## src/rtl/prefix_sequencer.sv

```systemverilog
// prefix_sequencer: absorbs x86 prefix bytes ahead of the decoder and presents the opcode byte
// Ports:
//   clk, reset (asynchronous, active-low)
//   flush (abort instruction), next_instruction (microcode end of instruction)
//   byte_valid / byte_in[7:0] / byte_ready           instruction byte stream
//   opcode_valid / opcode_out[7:0] / opcode_ready    opcode handshake to the decoder
//   so_update / so_segment_override / so_override[1:0]  strobes to the segment override unit
//   lock_prefix, rep_prefix[1:0], prefix_count[3:0], prefix_overflow  per-instruction prefix state
// Build option: define REP_PREFIX_EN to treat F2/F3 as REP prefixes; otherwise they are
//   ordinary opcodes and rep_prefix is tied to 00.
module prefix_sequencer #(
   parameter int MAX_PREFIX = 4
) (
   input  logic       clk,
   input  logic       reset,
   input  logic       flush,
   input  logic       next_instruction,
   input  logic       byte_valid,
   input  logic [7:0] byte_in,
   output logic       byte_ready,
   output logic       opcode_valid,
   output logic [7:0] opcode_out,
   input  logic       opcode_ready,
   output logic       so_update,
   output logic       so_segment_override,
   output logic [1:0] so_override,
   output logic       lock_prefix,
   output logic [1:0] rep_prefix,
   output logic [3:0] prefix_count,
   output logic       prefix_overflow
);
   localparam logic [1:0] COLLECT = 2'd0, OPCODE = 2'd1, EXEC = 2'd2;
   logic [1:0] r_state;
   logic [3:0] r_count;
   logic       r_lock, r_ovf;
   logic [7:0] r_op;
   logic       w_accept, w_seg, w_lock, w_rep, w_prefix, w_clear;
   logic [4:0] w_inc;
   assign byte_ready = (r_state == COLLECT) && !flush;
   assign w_accept = byte_valid && byte_ready;
   // 26/2E/36/3E share the pattern 001x_x110; bits [4:3] encode the segment
   assign w_seg = (byte_in[7:5] == 3'b001) && (byte_in[2:0] == 3'b110);
   assign w_lock = byte_in == 8'hF0;
`ifdef REP_PREFIX_EN
   assign w_rep = byte_in[7:1] == 7'b1111001;
`else
   assign w_rep = 1'b0;
`endif
   assign w_prefix = w_seg || w_lock || w_rep;
   assign w_clear = flush || (r_state == EXEC && next_instruction);
   // one extra bit so a saturated count of 15 still compares as exceeding the limit
   assign w_inc = {1'b0, r_count} + 5'd1;
   assign so_update = w_accept && w_seg;
   assign so_segment_override = so_update;
   assign so_override = so_update ? byte_in[4:3] : 2'b00;
   assign opcode_valid = r_state == OPCODE;
   assign opcode_out = r_op;
   assign lock_prefix = r_lock;
   assign prefix_count = r_count;
   assign prefix_overflow = r_ovf;
   always_ff @(posedge clk or negedge reset) begin
      if (!reset) begin
         r_state <= COLLECT;
         r_op    <= 8'h00;
         r_count <= 4'd0;
         r_lock  <= 1'b0;
         r_ovf   <= 1'b0;
      end else begin
         if (w_clear) begin
            r_count <= 4'd0;
            r_lock  <= 1'b0;
            r_ovf   <= 1'b0;
         end else if (w_accept && w_prefix) begin
            r_count <= w_inc[4] ? 4'hF : w_inc[3:0];
            r_lock  <= r_lock || w_lock;
            r_ovf   <= r_ovf || (w_inc > 5'(MAX_PREFIX));
         end
         if (flush)
            r_state <= COLLECT;
         else if (w_accept && !w_prefix) begin
            r_state <= OPCODE;
            r_op    <= byte_in;
         end else if (r_state == OPCODE && opcode_ready)
            r_state <= EXEC;
         else if (r_state == EXEC && next_instruction)
            r_state <= COLLECT;
      end
   end
`ifdef REP_PREFIX_EN
   logic [1:0] r_rep;
   assign rep_prefix = r_rep;
   always_ff @(posedge clk or negedge reset) begin
      if (!reset)
         r_rep <= 2'b00;
      else if (w_clear)
         r_rep <= 2'b00;
      else if (w_accept && w_rep)
         r_rep <= {1'b1, byte_in[0]};
   end
`else
   assign rep_prefix = 2'b00;
`endif
endmodule
```

## config.mk

```make
export PLATFORM = sky130hd
export DESIGN_NAME = prefix_sequencer
export DESIGN_NICKNAME = d
export VERILOG_FILES = /design/src/rtl/prefix_sequencer.sv
export SDC_FILE = /design/constraint.sdc
export NUM_CORES = 1
export LEC_CHECK = 0
export BUFFER_PORTS_ARGS = -buffer_cell sky130_fd_sc_hd__buf_2
export CORE_MARGIN = 1.5
export CORE_UTILIZATION = 46
export DETAILED_ROUTE_END_ITERATION = 6
export GPL_ROUTABILITY_DRIVEN = 1
export HOLD_SLACK_MARGIN = 0.05
export PLACE_DENSITY = 0.77
export SETUP_SLACK_MARGIN = 0.2
export SKIP_LAST_GASP = 1
export SYNTH_ARGS = -nofsm -noshare
export SYNTH_HDL_FRONTEND = slang
export SYNTH_SLANG_ARGS = --single-unit
```

## constraint.sdc

```tcl
create_clock -name clk -period 2 [get_ports clk]
set_clock_uncertainty 0.1 [all_clocks]
set_input_delay 0.4 -clock clk [delete_from_list [all_inputs] [get_ports clk]]
set_output_delay 0.4 -clock clk [all_outputs]
set_load 0.02 [all_outputs]
```

### Word level (Yosys, flattened, before mapping)

Cells that the tools add are included.

* magnitude comparators: 1
* reduce and logical (&&, ||, !) cells: 18
* bitwise logic cells: 1
* equal/unequal tests: 5
* add/sub/neg operators: 1
* muxes and demuxes: 12

Operators with widths (count)
* two-way mux 4 bit: 3
* two-way mux 2 bit: 5
* equality test 8 bit, second input constant: 1
* logical AND 1 bit: 8
* adder 4 x 1 -> 5 bit, second input constant: 1
* greater-than comparator 5 x 3 -> 1 bit, second input constant: 1
* logical OR 1 bit: 4
* two-way mux 1 bit: 4
* nonzero test 4 bit: 1
* equality test 3 x 1 -> 1 bit, second input constant: 1
* equality test 3 bit, second input constant: 1
* equality test 2 x 1 -> 1 bit, second input constant: 1
* equality test 2 bit, second input constant: 1
* zero test 1 bit: 2
* zero test 2 bit: 1
* AND reduction 2 bit: 1
* nonzero test 2 bit: 1
* NOT 1 bit: 1

* input port bits: 14
* output and inout port bits: 22
* logic and storage cells: 43
* register bits after elaboration: 16

### Depth between registers and ports, before layout

Gate-level depths: netlist of run 1.

* depth after elaboration: 7
* gate-level depth with buffers: 4
* depth with buffers taken out: 4

### Worst setup path before layout of run 1

Ideal clock, no wire load.

* kind: reg-to-output
* start: register r_state[1]
* end: output port so_update
* path slack: -179 ps
* data required time: 1500 ps
* arrival time: 1679 ps
* path buffers: 1
* stages on the path, launching flop included: 5
* cell sequence: dfrtp_1 > nor3_1 > nand2_1 > nor2_1 > buf_4

* cells in the longest elaborated chain, start to end: 4

RTL lines
* start: declaration: RTL line 33 `logic [1:0] r_state;`
* start signal: assignment: RTL line 63 `r_state <= COLLECT;`
* start signal: assignment: RTL line 79 `r_state <= COLLECT;`
* start signal: assignment: RTL line 81 `r_state <= OPCODE;`
* zero test 2 bit: RTL line 39 `assign byte_ready = (r_state == COLLECT) && !flush;`
* logical AND 1 bit: RTL line 39
* net byte_ready: RTL line 20 `output logic byte_ready,`
* logical AND 1 bit: RTL line 40 `assign w_accept = byte_valid && byte_ready;`
* logical AND 1 bit: RTL line 53 `assign so_update = w_accept && w_seg;`
* end: declaration: RTL line 24 `output logic so_update,`

The timed path passes the listed nets, and every way through them passes these cells.

### Worst setup path after layout of run 1

* start: register r_state[0]
* end: output port so_override[1]

* cells in the longest elaborated chain, start to end: 5

RTL lines
* zero test 2 bit: RTL line 39
* logical AND 1 bit: RTL line 39
* logical AND 1 bit: RTL line 40
* logical AND 1 bit: RTL line 53
* two-way mux 2 bit: RTL line 55 `assign so_override = so_update ? byte_in[4:3] : 2'b00;`
* end: declaration: RTL line 26 `output logic [1:0] so_override,`

Every way passes these cells.

==> results of run 1 <==
==> cell families (layout without fill, tap and decap cells) <==
family                   count (synthesis)  count (layout)
buffers and inverters                    7              51
XOR/XNOR                                 1               1
AO/OA/AOI/OAI                           19              19
adder cells (fa/ha/maj)                  2               2
multiplexers                            10              10
other                                    1               2
AND/OR/NAND/NOR                         24              24
flip-flops                              16              16
==> cell type report <==
type	instances	share of cell area, %
clock buffers	3	1.77
inverters	4	1.18
multi-input cells	58	39.8
flip-flops and latches	16	31.6
well taps	25	2.46
repair buffers	44	23.2
==> power by group through the flow <==
stage                     logic [W]  registers, W  clock network, W
after CTS                  0.000233      0.000391          0.000172
after global placement     0.000207      0.000393                 0
after floorplan           0.0000774      0.000445                 0
after global routing       0.000253      0.000396          0.000190
final                      0.000236      0.000391          0.000167
after detailed placement   0.000211      0.000397                 0
==> layout by cell type, fill, tap and decap left out, types with 3 or more instances in the layout <==
master and instances:
buf_2 28, dfrtp_1 15, buf_4 9, mux2_2 8
buf_6 5, inv_1 4, a21oi_1 4, nand2_1 4
nor2_1 3, a31oi_1 3, clkbuf_4 3
==> per-layer routing <==
metal | up-vias | GRT usage, % | wire (um)
met5 | - | 0 | 0
met4 | 0 | 13.9 | 47
met3 | 6 | 2.69 | 132
met2 | 41 | 37.3 | 1110
met1 | 393 | 27.6 | 900
li1 | 386 | - | -
==> worst min path at each step <==
| stage | start | end | slack [ns] | cells after the start |
|---|---|---|---|---|
| after floorplan | reset | lock_prefix | 0.004 | 0 |
| after global placement | reset | r_state[1] | 0.23 | 1 |
| after detailed placement | reset | r_state[1] | 0.23 | 1 |
| after CTS | byte_in[5] | opcode_out[5] | 0.25 | 2 |
| after global routing | byte_in[5] | opcode_out[5] | 0.26 | 2 |
| final | byte_in[5] | opcode_out[5] | 0.26 | 2 |
==> what timing repair did <==
item,in CTS,in global routing
endpoints found under the hold margin,16,0
gates resized for setup,12,7
setup endpoints to repair,5,16
setup buffers,6,2
hold buffers,1,0
pin swaps,6,3
==> flip-flops by register name (all words and copies together) (netlist names) <==
| signal | cells |
|---|---|
| lock_prefix | 1 |
| opcode_out | 8 |
| prefix_count | 4 |
| prefix_overflow | 1 |
| r_state | 2 |
==> critical path: stages (launching register included) <==
cell     delay, ns
dfrtp_2       0.46
nor4b_4       0.33
and3_4        0.23
buf_6         0.11
==> per-stage QoR <==
stage          std cells  setup WS (ns)  hold WS [ns]  area [um2]
2_1_floorplan         81          0.222       0.00441         903
3_3_place_gp         138         0.0559         0.227        1090
3_5_place_dp         138         0.0136         0.232        1090
4_1_cts              148         0.0460         0.250        1220
5_1_grt              150         0.0368         0.263        1270
6_report             150         0.0835         0.258        1270
==> run_results.csv, run 1 <==
group,metric,value,unit
routing,drc_errors,0,
floorplanning,dieArea,2190,um2
clock_tree,cts_tree,"yes",
global_route,grt_overflow,0,
outcome,status,"completed",
placement,dp_hpwl,1.55,mm
final_layout,layout.nets,143,
yosys,async_reset_ff_share,100,%
yosys,yosys.area_share.simple,18.5,%
sta,grt_setup_unrepaired,"true",
routing,drt_pass1_iterations,4,
power,p_comb_share,29.7,%
final_layout,multiInputGateArea,505,um2
yosys,synth.area.top_cells,"dfrtp_1 (45%), mux2_2 (10%), a21oi_1 (2.8%)",
power,p_leak,0.601,nW
setup_path,rr_worst_depth,5,
setup_path,criticalPathCategory,"flop to output port",
clock_tree,h-tree-depth,1,
yosys,synth_edf_count,0,
final_layout,drive_above_1_share,52.8,%
sta,min_period,1.92,ns
yosys,ys_seq_area_share,45.5,%
power,power.net_switching,0.000254,W
sta,setup_viol,0,
final_layout,num-fill-cells,144,
setup_path,worstSetupStartpointType,"flop",
final_layout,n_antenna_cell,0,
setup_path,critPathMaxFanout,3,
sta,period_share,95.8,%
power,power_switching_share,32.0,%
setup_path,worst_ep_arrival_time,1.42,ns
yosys,synth_top_family_by_area,"simple AND/OR/NAND/NOR gates",
yosys,synth-seq-cells,16,
clock_tree,cts_buffers,3,
floorplanning,io_pins,36,
yosys,syn-mean-instance-area,11.0,um2
routing,vias,826,
setup_path,worst_setup_path_end_kind,"output port",
yosys,synth_flop_cell,"dfrtp_1",
floorplanning,rows,15,
global_route,grt_max_degree,17,
clock_tree,path_clk_slew,0.09,ns
yosys,synth.largest_area_cell,"dfrtp_1",
global_route,grt_pass1_wl,3.37,mm
sta,finalHoldViolCount,0,
yosys,synth_cells,80,
routing,wl_per_cell,14.6,um
power,pwr-share-seq,49.2,%
setup_path,regToRegSetupSlack,0.28,ns
floorplanning,start_util,49.9,%
global_route,grt_pass1_vias,800,
yosys,synth_cell_types,31,
routing,drt-initial-drc-count,18,
clock_tree,clockRootBuffer,"clkbuf_4",
yosys,ys_top_cells_by_count,"dfrtp_1 (16), mux2_2 (8), a21oi_1 (5), nand2_1 (5)",
clock_tree,clk_latency,0.29,ns
floorplanning,die_x,46.8,um
global_route,antenna_found_initial,0,
sta,final-max-slew-violation-count,0,
final_layout,seqCellArea,402,um2
power,p_per_area,625,nW/um2
sta,tns,0,ns
yosys,synth-xor-area-share,0.994,%
setup_path,timing.rr.end,"prefix_count[2]",
routing,ant_nets,0,
yosys,netlist_area,881,um2
yosys,yosysMostFrequentCell,"dfrtp_1",
yosys,synth.yosys.warnings,0,
placement,gp_congestion,0.757,
final_layout,area_growth,44.2,%
power,p_clk_share,21.1,%
power,ir_drop,0.512,mV
setup_path,worstReg2RegStart,"r_state[0]",
yosys,synth-compound-area-share,15.1,%
placement,port_buffers,33,
floorplanning,core-area,1760,um2
routing,vias_per_cell,5.51,
setup_path,critPathLaunch,"r_state[0]",
clock_tree,clk_path_buf_depth,2,
yosys,yosys.area.top_type_share,45.5,%
floorplanning,die_y,46.8,um
routing,wl,2.19,mm
sta,fmax,522,MHz
global_route,track_usage,22.4,%
setup_path,cp-endpoint,"so_override[1]",
final_layout,final_util,72.0,%
setup_path,crit_required,1.50,ns
yosys,yosys-mux-area-fraction,12.5,%
clock_tree,clock_sinks,16,
power,total_power,0.000794,W
power,p_int,0.000540,W
yosys,yosys.area_share.adder,2.84,%
hold_path,hold_class,"input port to flop",
run,cap_violations,0,
Note: power is estimated with default switching activity, not from simulation.
==> run 2: changes to the inputs <==
--- a/config.mk
+++ b/config.mk
@@ -6,6 +6,7 @@
 export NUM_CORES = 1
 export LEC_CHECK = 0
 export BUFFER_PORTS_ARGS = -buffer_cell sky130_fd_sc_hd__buf_2
+export CORE_ASPECT_RATIO = 1.1
 export CORE_MARGIN = 1.5
 export CORE_UTILIZATION = 46
 export DETAILED_ROUTE_END_ITERATION = 6
==> run_results.csv, run 2 (synthesis results as in run 1) <==
group,metric,value,unit
outcome,status,"finished, violations left",
outcome,failed_checks,"design-rule violations",
power,p_per_area,647,nW/um2
setup_path,timing.rr.end,"prefix_count[3]",
sta,final.setup.worst_slack,0.120,ns
routing,wl_per_cell,14.5,um
routing,drc_errors,1,
power,p_comb_share,29.0,%
routing,vias_per_cell,5.76,
floorplanning,dieArea,2190,um2
final_layout,layout_commonest_cell,"buf_2",
setup_path,worst_ep_arrival_time,1.38,ns
power,p_int,0.000535,W
setup_path,crit_path_cell_trace,"nor4b_4, and3_2, buf_4",
setup_path,regToRegSetupSlack,0.24,ns
power,power.net_switching,0.000252,W
setup_path,rr_worst_depth,6,
floorplanning,rows,16,
setup_path,worstSetupStartpointType,"flop",
floorplanning,start_util,49.4,%
placement,gp_congestion,0.752,
setup_path,worstReg2RegStart,"r_state[0]",
setup_path,criticalPathCategory,"flop to output port",
setup_path,cpMaxStageDelayCell,"dfrtp_2",
clock_tree,path_clk_slew,0.09,ns
setup_path,max_stage_delay,0.44,ns
sta,fmax,532,MHz
sta,tns,0,ns
routing,vias,818,
final_layout,layout.nets,142,
clock_tree,cts_buffers,3,
placement,port_buffers,33,
hold_path,hold_class,"input port to flop",
routing,ant_nets,0,
placement,dp_hpwl,1.48,mm
sta,min_period,1.88,ns
setup_path,crit_family,"simple AND/OR/NAND/NOR gates",
power,p_leak,0.596,nW
global_route,antenna_found_initial,0,
placement,dp_cells,131,
final_layout,drive_above_1_share,52.4,%
final_layout,num-fill-cells,149,
global_route,grt_pass1_vias,799,
sta,finalHoldViolCount,0,
floorplanning,die_x,44.7,um
global_route,grt_overflow,0,
power,ir_drop,0.589,mV
power,power_switching_share,32.0,%
sta,period_share,94.0,%
clock_tree,clk_latency,0.29,ns
setup_path,critPathBufInv,1,
floorplanning,die_y,48.9,um
setup_path,cp-endpoint,"so_override[1]",
run,cap_violations,0,
floorplanning,core-area,1780,um2
sta,final-max-slew-violation-count,0,
clock_tree,clk_path_buf_depth,2,
clock_tree,h-tree-depth,1,
final_layout,n_antenna_cell,0,
global_route,grt_pass1_wl,3.46,mm
setup_path,crit_required,1.50,ns
final_layout,area_growth,37.9,%
placement,dp_slack,0.0335,ns
power,pwr-share-seq,49.3,%
setup_path,critPathMaxFanout,3,
global_route,grt_max_degree,17,
clock_tree,clockRootBuffer,"clkbuf_4",
final_layout,largest_register_ffs,8,
global_route,track_usage,21.3,%
routing,drt_pass1_iterations,6,
clock_tree,clock_sinks,16,
setup_path,crit_cells,3,
setup_path,critPathLaunch,"r_state[0]",
power,p_clk_share,21.7,%
final_layout,final_cell_mix,"buf_2 (29), dfrtp_1 (15), buf_4 (9)",
routing,drt-initial-drc-count,12,
setup_path,worst_setup_path_end_kind,"output port",
sta,setup_viol,0,
final_layout,finalNonFillerCells,142,
routing,wl,2.06,mm
clock_tree,cts_tree,"yes",
sta,grt_setup_unrepaired,"true",
floorplanning,io_pins,36,
run 2: cell count changes in the layout (fill, tap and decap cells not counted), sizes merged:
cell  change
buf       -1
run 2: repair_timing:
| item | 4_1_cts | 5_1_grt |
|---|---|---|
| gates cloned | 0 | 0 |
| hold endpoints to repair | 16 | 0 |
| gates resized for setup | 11 | 3 |
| hold buffers | 1 | 0 |
| pin swaps | 4 | 4 |
| endpoints found under the setup margin | 13 | 8 |
| setup buffers | 6 | 1 |
run 2: worst min path at each step:
stage / start / to / slack, ns / depth (start not counted)
4_1_cts: byte_in[5] / opcode_out[5] / 0.25 / 2
3_3_place_gp: reset / prefix_overflow / 0.23 / 1
5_1_grt: byte_in[7] / opcode_out[7] / 0.27 / 2
6_report: byte_in[5] / opcode_out[5] / 0.25 / 2
2_1_floorplan: reset / lock_prefix / 0.004 / 0
3_5_place_dp: reset / prefix_overflow / 0.23 / 1
run 2: through the flow:
step                      hold slack, ns  power (W)  utilization (%)  cell area [um2]
after floorplan                  0.00441   0.000523                -              903
after detailed placement           0.233   0.000606             60.8             1080
after global routing               0.270   0.000823             68.2             1210
after CTS                          0.249   0.000792             67.2             1200
final                              0.249   0.000786             68.2             1210
after global placement             0.231   0.000600             60.8             1080
run 2: layer usage:
layer  global-route usage [%]  share of wire [%]
met3                     2.59                3.3
met2                     35.7                 52
met5                        0                  0
met1                     24.6                 42
met4                     13.1                2.4
run 2: power groups by stage:
stage                     sequential, W  combinational, W  clock, W
after floorplan                0.000445         0.0000774         0
after global placement         0.000393          0.000207         0
after detailed placement       0.000394          0.000212         0
after CTS                      0.000388          0.000230  0.000174
after global routing           0.000395          0.000244  0.000183
final                          0.000388          0.000228  0.000170
run 2: worst register-to-register path, delay by kind of cell (launching register included):
kind / cells / cell delay, ns
simple gates: 2 / 0.37
compound gates: 2 / 0.47
buf+inv: 2 / 0.27
flops: 1 / 0.44
run 2: final cells by class:
class	instances	area (um2)	area share [%]
timing repair buffer	43	268	22.0
sequential	16	402	33.1
clock buffer	3	22.5	1.85
inverter	4	15.0	1.24
multi-input combinational	58	485	40.0
tap	18	22.5	1.85
